[src/rtl/time_multiplexer.sv]
// Two-digit time multiplexer: alternately lights display 0 and display 1 with a
// dark gap between them, feeding a shared seven-segment decoder.
//
// state  | meaning
// DIGIT0 | display 0 lit, value holds value0 latched on entry
// BLANK0 | both displays dark after display 0
// DIGIT1 | display 1 lit, value holds value1 latched on entry
// BLANK1 | both displays dark after display 1; idle state for reset/disable
module time_multiplexer #(
   parameter int unsigned HOLD_CYCLES  = 12000,
   parameter int unsigned BLANK_CYCLES = 64
) (
   input  logic       clk,
   input  logic       reset,
   input  logic       enable,
   input  logic [3:0] value0,
   input  logic [3:0] value1,
   output logic [3:0] value,
   output logic [1:0] digit_en_n,
   output logic       frame_tick
);

   typedef enum logic [1:0] {
      DIGIT0 = 2'd0,
      BLANK0 = 2'd1,
      DIGIT1 = 2'd2,
      BLANK1 = 2'd3
   } state_e;

   localparam logic [23:0] HOLD_LAST  = 24'(HOLD_CYCLES - 1);
   localparam logic [23:0] BLANK_LAST = 24'(BLANK_CYCLES - 1);

   state_e      state_q, state_d;
   logic [23:0] cnt_q, cnt_d;
   logic [3:0]  value_q, value_d;
   logic [1:0]  digit_en_n_q, digit_en_n_d;
   logic        frame_tick_q, frame_tick_d;

   always_ff @(posedge clk or negedge reset) begin
      if (!reset) begin
         state_q      <= BLANK1;
         cnt_q        <= '0;
         value_q      <= 4'h0;
         digit_en_n_q <= 2'b11;
         frame_tick_q <= 1'b0;
      end else begin
         state_q      <= state_d;
         cnt_q        <= cnt_d;
         value_q      <= value_d;
         digit_en_n_q <= digit_en_n_d;
         frame_tick_q <= frame_tick_d;
      end
   end

   // Dwell counter restarts on every state change; a low enable parks the FSM
   // at the start of BLANK1 regardless of any transition due on this edge.
   always_comb begin
      state_d = state_q;
      cnt_d   = cnt_q + 24'd1;
      if (!enable) begin
         state_d = BLANK1;
         cnt_d   = '0;
      end else begin
         case (state_q)
            DIGIT0: if (cnt_q == HOLD_LAST) begin
               state_d = BLANK0;
               cnt_d   = '0;
            end
            BLANK0: if (cnt_q == BLANK_LAST) begin
               state_d = DIGIT1;
               cnt_d   = '0;
            end
            DIGIT1: if (cnt_q == HOLD_LAST) begin
               state_d = BLANK1;
               cnt_d   = '0;
            end
            BLANK1: if (cnt_q == BLANK_LAST) begin
               state_d = DIGIT0;
               cnt_d   = '0;
            end
            default: begin
               state_d = BLANK1;
               cnt_d   = '0;
            end
         endcase
      end
   end

   // Outputs follow the next state so they are registered alongside it.
   always_comb begin
      value_d      = value_q;
      digit_en_n_d = 2'b11;
      frame_tick_d = 1'b0;
      case (state_d)
         DIGIT0:  digit_en_n_d = 2'b10;
         DIGIT1:  digit_en_n_d = 2'b01;
         default: digit_en_n_d = 2'b11;
      endcase
      if (state_d != state_q) begin
         if (state_d == DIGIT0) begin
            value_d      = value0;
            frame_tick_d = 1'b1;
         end else if (state_d == DIGIT1) begin
            value_d = value1;
         end
      end
   end

   assign value      = value_q;
   assign digit_en_n = digit_en_n_q;
   assign frame_tick = frame_tick_q;

endmodule

[config.mk]
export PLATFORM = sky130hd
export DESIGN_NAME = time_multiplexer
export DESIGN_NICKNAME = d
export VERILOG_FILES = /design/src/rtl/time_multiplexer.sv
export SDC_FILE = /design/constraint.sdc
export NUM_CORES = 1
export LEC_CHECK = 0
export BUFFER_PORTS_ARGS = -buffer_cell sky130_fd_sc_hd__buf_2
export CAP_MARGIN = 40
export CORE_AREA = 2 2 48 72
export CTS_CLUSTER_DIAMETER = 80
export DETAILED_ROUTE_END_ITERATION = 6
export DIE_AREA = 0 0 50 74
export GPL_ROUTABILITY_DRIVEN = 0
export PLACE_DENSITY = 0.81
export SLEW_MARGIN = 20
export SYNTH_ARGS = -nofsm -noshare
export SYNTH_HDL_FRONTEND = slang
export SYNTH_SLANG_ARGS = --single-unit
[constraint.sdc]
create_clock -name clk -period 4.2 [get_ports clk]
set_input_delay 0.21 -clock clk [delete_from_list [all_inputs] [get_ports clk]]
set_output_delay 0.21 -clock clk [all_outputs]
set_load 0.01 [all_outputs]
# Yosys cells after proc, flatten, opt, wreduce, memory -nomap -nowiden
# Cells that the tools add are included.
# word_totals
register_bits	33
input_bits	11
elab_cells	34
# classes
n_addsub	1
n_eq_ne	7
n_mux	15
n_reduce_logical	6
# ops
op	count
$mux 24	3
$pmux 24 s2	1
$add 24x1->24 const B	1
$eq 24x14->1 const B	1
$eq 24x6->1 const B	1
$mux 2	5
$mux 4	2
$pmux 2 s4	1
$eq 2x2->1 const B	3
$logic_not 2->1	2
$pmux 2 s2	1
$reduce_or 2->1	2
$eq 2x1->1 const B	1
$mux 1	2
$ne 2x2->1	1
$reduce_and 2->1	1
$reduce_bool 2->1	1

# Depth between registers and ports, before layout
# Gate-level depths: netlist of the first run.
# depth
depth_word	7
depth_mapped	7
depth_no_buf	5

# Least setup slack after synthesis of the first run
# Ideal clock, no wire load.
# synth_path
kind	reg-to-reg
startpoint	reg cnt_q[0]
endpoint	reg cnt_q[15]
arrival_time_ns	1.614
required_time_ns	4.067
setup_slack_ns	2.453
stages_incl_launch_ff	8
path_buffers	2
synth_period_minus_slack_ns	1.747
cell_sequence	dfrtp_1 -> ha_1 -> and4_1 -> buf_4 -> nand4_2 -> nor3_4 -> buf_6 -> a211oi_1
# synth_via
elab_chain_len	4
# synth_rtl
element	line	text
start: declaration	34	logic [23:0] cnt_q, cnt_d;
start signal: assignment	48	cnt_q <= cnt_d;
$add 24x1->24 (tied with other cells)	59	cnt_d = cnt_q + 24'd1;
$mux 24, on equally long branches	n/a	
$pmux 24 s2 *	64	case (state_q)
$mux 24 *	60	if (!enable) begin
named net cnt_d[15]	34	
# The timed path passes the listed nets; every way through them passes the cells marked *.
# A chain may end at the register's enable or synchronous reset.

# Worst setup path in the final report of the first run
# layout_path
startpoint	reg cnt_q[0]
endpoint	reg digit_en_n_q[0] (netlist: digit_en_n[0])
# layout_via
elab_chain_len	6
# layout_rtl
element	line	text
$eq 24x6->1 / $eq 24x14->1 (equally long branches)	n/a	
$mux 2, on equally long branches	n/a	
$pmux 2 s4 *	64	
$mux 2 *	60	
$eq 2x2->1 / $logic_not 2->1 (equally long branches)	94	case (state_d)
$pmux 2 s2 *	94	
named net digit_en_n_d[0]	36	logic [1:0] digit_en_n_q, digit_en_n_d;
end signal: assignment	50	digit_en_n_q <= digit_en_n_d;
end: declaration	36	
# Marks and branches as above.

==> results of run 1 <==
-- metrics by stage --
stage / total power [µW] / setup WS, ns / hold slack [ns]
after floorplan: 341.5 / 2.453 / -0.08559
after global placement: 351.8 / 1.763 / 0.2903
after detailed placement: 353.3 / 1.842 / 0.3072
after CTS: 594.3 / 1.826 / 0.0005314
after global routing: 608.7 / 1.700 / 0.03429
final: 588.1 / 1.829 / -0.02064
-- registers in the layout, indices dropped and copies added (netlist names) --
| name | cells |
|---|---|
| cnt_q | 24 |
| state_q | 2 |
| frame_tick | 1 |
| value | 4 |
| digit_en_n | 2 |
-- cell type report --
| type | instances | share of cell area [%] |
|---|---|---|
| clock buffer | 8 | 4.469 |
| inverter | 7 | 1.304 |
| multi-input combinational | 126 | 45.56 |
| sequential | 33 | 41.22 |
| tap | 40 | 2.483 |
| timing repair buffer | 18 | 4.966 |
-- critical path, stage by stage (launching register included) --
cell and delay (ns):
dfrtp_1 0.40, ha_1 0.22, and4_1 0.42, nand4_2 0.29
nor3_4 0.51, buf_8 0.23, o2bb2a_1 0.23
-- how the worst max path moves through the flow --
stage	slack (ns)	cells past startpoint	to	start
after floorplan	2.45	7	cnt_q[15]	cnt_q[0]
after global placement	1.76	5	digit_en_n[0]	cnt_q[0]
after detailed placement	1.84	6	digit_en_n[0]	cnt_q[0]
after CTS	1.83	6	digit_en_n[0]	cnt_q[0]
after global routing	1.70	6	digit_en_n[0]	cnt_q[0]
final	1.83	6	digit_en_n[0]	cnt_q[0]
-- power by group --
group          total (µW)  switching [µW]  internal, µW
sequential            323            2.62           320
clock                 241             108           133
combinational        24.0            15.6          8.39
total                 588             126           462
-- cells in the mapped netlist, types with 3 or more instances --
cell type  instances
dfrtp_1           29
nor3_1            12
o21ai_0           10
nand3_1            9
xor2_1             9
nand2_1            8
or3_1              8
a211oi_1           7
inv_1              7
and3_1             5
buf_6              5
nand4_1            5
nor4_1             5
a211oi_2           4
and4_1             4
dfstp_2            4
mux2i_1            4
o22ai_1            4
or3b_2             4
and2_1             3
buf_4              3
o31ai_1            3
-- cell families after synthesis --
group	share of synthesized area [%]
flops	44.62
xor+xnor	5.175
fa+ha+maj	0.6719
mux	2.151
compound gates	12.57
simple gates	28.76
buf+inv	6.048
-- routing by layer --
layer  GRT usage [%]  up-vias  part of all wire [%]
met4           13.58        0                   1.8
met1           24.00      728                    38
met3           4.819        7                   4.6
li1                -      691                     -
met5               0        -                     0
met2           45.32       53                    56
==> results by group, run 1 <==
Outcome
  • Violated checks: hold timing
  • Status: finished with violations

Worst setup path
  • R2R Setup Slk: 1.83 ns
  • CP startpoint kind: flop
  • Critical Path RT: 4.41 ns
  • Crit Path Class: flop to flop
  • Setup crit end kind: flop
  • Worst r2r path cells: 6
  • R2r startpoint: cnt_q[0]
  • Critical R2R Capture: digit_en_n[0]
  • Critical Path Fanout Max: 14
  • CP Data Arrival Time: 2.58 ns

GRT
  • First-pass GRT wire length: 6748 µm
  • Largest net degree at the start of global routing: 34
  • Vias in the first global route: 1587
  • Gr ovfl total: 0
  • Initial antenna violation count: 0
  • GRT Total Usage: 23.97%

Clock tree
  • Cts repair resizes: 0
  • Worst-path clk slew: 0.06 ns
  • CTS Buf Count: 5
  • Number of post-CTS setup repair buffers: 0
  • CTS max path bufs: 2
  • Cts hold-fix bufs: 0
  • Clk Latency, worst-skew pair: 0.28 ns
  • CTS sink count: 33
  • CTS tree: done
  • CTS root buffer: clkbuf_8
  • # H-tree levels: 2

Pwr
  • Max VDD drop: 0.0002408 V
  • Pleak: 0.0008345 µW
  • Total power per unit cell area: 291.8 mW/mm²

Finish
  • FF+latch area: 830.8 µm²
  • Most frequent cells in the layout: dfrtp_1, buf_2, nor3_1
  • Filler cell count in the final layout: 248
  • Fin nets: 203
  • Area Overhead vs Synth: 8.266%
  • Filler-free cell count of the finished design: 232
  • Fin area: 0.002016 mm²
  • Antenna Cells: 0
  • Layout cells sized above 1: 23.44%
  • Util after Layout: 65.09%
  • Commonest non-fill, non-tap cell in the layout: dfrtp_1
  • Multi-input logic area: 918.4 µm²

Run
  • Maximum capacitance violations: 0

Routing
  • DRT iter0 DRCs: 55
  • DR pass1 iterations: 4
  • Drt drc: 0
  • DRT Wirelength: 3816 µm
  • Final ANT Viol Nets: 0
  • Vias: 1479
  • Vias/cell: 6.375
  • Routed wire per std cell: 16.45 µm

Synth
  • Post-synth EDFFs: 0
  • Post-synthesis register bit count: 33
  • Area share of the leading cell type in the synthesized netlist: 38.98%
  • Mapped Area: 0.001862 mm²
  • Asr flop ratio synth: 100.0%
  • Area leader, netlist: dfrtp_1
  • Synth Instances: 176
  • Ys Warns: 0
  • Seq/Total Area, Yosys: 44.62%
  • Yosys cell types: 41
  • Syn Area/Cell: 10.58 µm²
  • Syn_nets: 188
  • Synth area leaders: dfrtp_1, dfstp_2, xor2_1
  • Ys flop type: dfrtp_1

Floorplan
  • Die height: 74 µm
  • # IOs: 18
  • Core area: 0.003097 mm²
  • Initial Utilization: 60.12%
  • Die ar.: 0.003700 mm²
  • Die Width: 50 µm
  • Row cnt: 25

STA
  • Final Hold Viols: 21
  • Final period utilization: 56.45%
  • Endpoints failing setup: 0
  • RSZ-0062 raised after global routing: false
  • Fmax: 0.4218 GHz
  • Clk_skew: 0.007298 ns
  • Tmin final: 2.371 ns
  • Setup TNS: 0 ns
  • Fin Hold WS: -0.02064 ns
  • Slew headroom: 50.28%
  • Measured slew at the worst slew-check pin: 0.7429 ns
  • Slew Limit Fails: 0

Placed design
  • Placed insts: 224
  • HPWL after DPL: 2736 µm
  • Placed instance area: 0.001926 mm²
  • Port Buf Inserts: 17

Hold path
  • Hold Path Class: input pin to asynchronous set/reset pin
(Power assumes the default switching activity.)
==> run 2, diff against run 1 <==
ABC_AREA = 1   (was unset)
CORE_AREA = 2 2 50 75   (was 2 2 48 72)
DIE_AREA = 0 0 52 77   (was 0 0 50 74)
PLACE_DENSITY = 0.75   (was 0.81)
clock period = 2.3 ns   (was 4.2 ns; I/O delays follow)
==> results by group, run 2 <==
Synth
  • Synth area leaders: dfrtp_1, nand2_1, nor2_1
  • Mapped Area: 0.001859 mm² (-0.13%)
  • Post-synthesis register bit count: 33 (unchanged)
  • Count leader, synth: nand2_1
  • Synth Instances: 245 (+39%)
  • Seq/Total Area, Yosys: 44.68% (+0.060 points)
  • Area leader, netlist: dfrtp_1
  • Ys flop type: dfrtp_1
  • Syn_nets: 257 (+37%)
  • Yosys cell types: 28 (-32%)
  • Asr flop ratio synth: 100.0% (unchanged)
  • Post-synth EDFFs: 0 (unchanged)
  • Syn Area/Cell: 7.589 µm² (-28%)
  • Synth cell count leaders: nand2_1, nor2_1, inv_1
  • Area share of the leading cell type in the synthesized netlist: 39.03% (+0.052 points)
  • Ys Warns: 0 (unchanged)

Finish
  • Top reg by flops: cnt_q
  • Filler cell count in the final layout: 317 (+28%)
  • Area Overhead vs Synth: 11.98%
  • Filler-free cell count of the finished design: 310 (+34%)
  • Antenna Cells: 0 (unchanged)
  • Layout cells sized above 1: 16.42% (-7.0 points)
  • Max reg flops: 24 (unchanged)
  • Most frequent cells in the layout: nand2_1, nor2_1, inv_1
  • Commonest non-fill, non-tap cell in the layout: nand2_1
  • Fin nets: 279 (+37%)

STA
  • Setup TNS: 0 ns (unchanged)
  • Slew headroom: 52.00% (+1.7 points)
  • Clk_skew: 0.008283 ns (+0.0009847 ns)
  • Fmax: 0.5469 GHz (+30%)
  • Endpoints failing setup: 0 (unchanged)
  • Tmin final: 1.829 ns (-0.5424 ns)
  • Final Hold Viols: 0 (-100%)
  • RSZ-0062 raised after global routing: false
  • Measured slew at the worst slew-check pin: 0.7199 ns (-0.02300 ns)
  • Final period utilization: 79.50% (+23 points)
  • Slew Limit Fails: 0 (unchanged)

Clock tree
  • Number of post-CTS setup repair buffers: 0 (unchanged)
  • Clk Latency, worst-skew pair: 0.29 ns (about the same)
  • CTS Buf Count: 5 (unchanged)
  • CTS root buffer: clkbuf_8
  • # H-tree levels: 2 (unchanged)
  • CTS sink count: 33 (unchanged)
  • CTS tree: done
  • CTS max path bufs: 2 (unchanged)
  • Worst-path clk slew: 0.07 ns (about the same)

Worst setup path
  • CP max-delay cell: dfrtp_1
  • Critical Path RT: 2.48 ns (-1.93 ns)
  • Critical Path Fanout Max: 10 (-4)
  • CP Data Arrival Time: 2.00 ns (-0.58 ns)
  • R2r startpoint: cnt_q[0]
  • CP startpoint kind: flop
  • Setup crit end kind: flop
  • Crit Path Class: flop to flop
  • CP top delay family: simple AND/OR/NAND/NOR gates
  • Critical path origin: cnt_q[0]
  • Crit-path most repeated cell: nor2_2
  • Worst path cell trace: ha_1 -> nand2_1 -> nor2_2 -> nand4_1 -> o21ai_2 -> or2_1 -> nor2_2 -> o21a_1
  • Buf/Inv on CP: 0 (-1)
  • CP peak stage delay: 0.37 ns (-0.14 ns)

Floorplan
  • Initial Utilization: 55.49% (-4.6 points)
  • Die ar.: 0.004004 mm² (+8.2%)
  • Die Width: 52 µm (+4.0%)
  • Core area: 0.003351 mm² (+8.2%)
  • Row cnt: 26 (+4.0%)
  • Die height: 77 µm (+4.1%)
  • # IOs: 18 (unchanged)

Pwr
  • Total power per unit cell area: 535.9 mW/mm² (+84%)
  • Total chip power: 1116 µW (+90%)
  • Pleak: 0.001017 µW (+22%)
  • Max VDD drop: 0.0004553 V (+89%)

Routing
  • DRT Wirelength: 3825 µm (+0.24%)
  • Drt drc: 0 (unchanged)
  • DRT iter0 DRCs: 38 (-31%)
  • Final ANT Viol Nets: 0 (unchanged)
  • DR pass1 iterations: 4 (unchanged)
  • Vias: 1573 (+6.4%)
  • Routed wire per std cell: 12.34 µm (-25%)
  • Vias/cell: 5.074 (-20%)

Hold path
  • Hold Crit Start: value1[1]
  • Hold Path Class: input pin to flop

GRT
  • GRT Total Usage: 23.96% (about the same)
  • Initial antenna violation count: 0 (unchanged)
  • Largest net degree at the start of global routing: 34 (unchanged)
  • Gr ovfl total: 0 (unchanged)
  • Vias in the first global route: 1578 (-0.57%)
  • First-pass GRT wire length: 7155 µm (+6.0%)

Run
  • Maximum capacitance violations: 0 (unchanged)

Placed design
  • Port Buf Inserts: 17 (unchanged)
  • Placed insts: 301 (+34%)
  • HPWL after DPL: 2871 µm (+4.9%)

Outcome
  • Status: finished, final reports clean
run 2: cell count changes after synthesis, moves of 5 or more:
cell / previous run / this run
or3_1: 8 / 0
a211oi_1: 7 / 0
inv_1: 7 / 30
and3_1: 5 / 0
nand2_1: 8 / 60
nor2_2: 0 / 7
nor2_1: 1 / 56
nor3_1: 12 / 5
o21ai_0: 10 / 1
run 2: final cells by class:
type	count	area [µm²]	share of cell area [%]
well taps	42	52.55	2.524
inverters	31	116.4	5.589
clock inverters	1	5.005	0.2404
flip-flops and latches	33	830.8	39.90
multi-input cells	178	885.9	42.55
clock buffers	7	96.34	4.627
repair buffers	18	95.09	4.567
run 2: logic make-up after synthesis:
family	Yosys count	share of synthesized area [%]
AOI/OAI and AO/OA	9	3.365
xor gates and xnor gates	14	6.595
adders and majority gates	1	0.6728
buffers and inverters	34	7.671
DFF	33	44.68
and+or+nand+nor	154	37.01
run 2: path summary, 6_finish.rpt:
path	endpoint	slack (ns)	cells past startpoint
worst max-delay path	cnt_q[11]	0.47	8
worst min-delay path	value[1]	0.09	5
worst max register to register	cnt_q[11]	0.47	8
worst min register to register	cnt_q[0]	0.47	1
max in group asynchronous	cnt_q[23]	1.42	2
min in group asynchronous	value[0]	0.41	2
run 2: what timing repair did:
item,4_1_cts,5_1_grt
gates resized for setup,0,0
hold buffers,1,0
endpoints found under the hold margin,29,0
run 2: stage by stage:
stage | hold slack, ns | util [%] | cell area [µm²] | setup WS (ns)
2_1_floorplan | -0.1806 | - | 1859 | 0.7333
3_3_place_gp | 0.2060 | 58.81 | 1971 | 0.5683
3_5_place_dp | 0.2148 | 58.81 | 1971 | 0.4904
4_1_cts | 0.09037 | 62.14 | 2082 | 0.4744
5_1_grt | 0.1227 | 62.14 | 2082 | 0.3315
6_report | 0.08811 | 62.14 | 2082 | 0.4715
run 2: metal layers:
metal | vias up | GRT usage (%) | routed length, µm
li1 | 801 | - | -
met1 | 723 | 27.86 | 1566
met2 | 40 | 40.25 | 1980
met3 | 9 | 5.642 | 155
met4 | 0 | 11.05 | 122
met5 | - | 0 | 0
run 2: where the power goes:
part / leakage [µW] / total (µW) / switching [µW] / internal (µW)
clock: 0.0000542 / 483 / 212 / 270
combinational: 0.000518 / 44.6 / 30.6 / 14.0
sequential: 0.000445 / 588 / 3.37 / 585
total: 0.00102 / 1120 / 246 / 869
run 2: worst min-delay path, cell delays in order:
cell and delay [ns]:
buf_2 0.07, inv_1 0.03, nand2_1 0.05, nand2_1 0.04, nand2_1 0.04
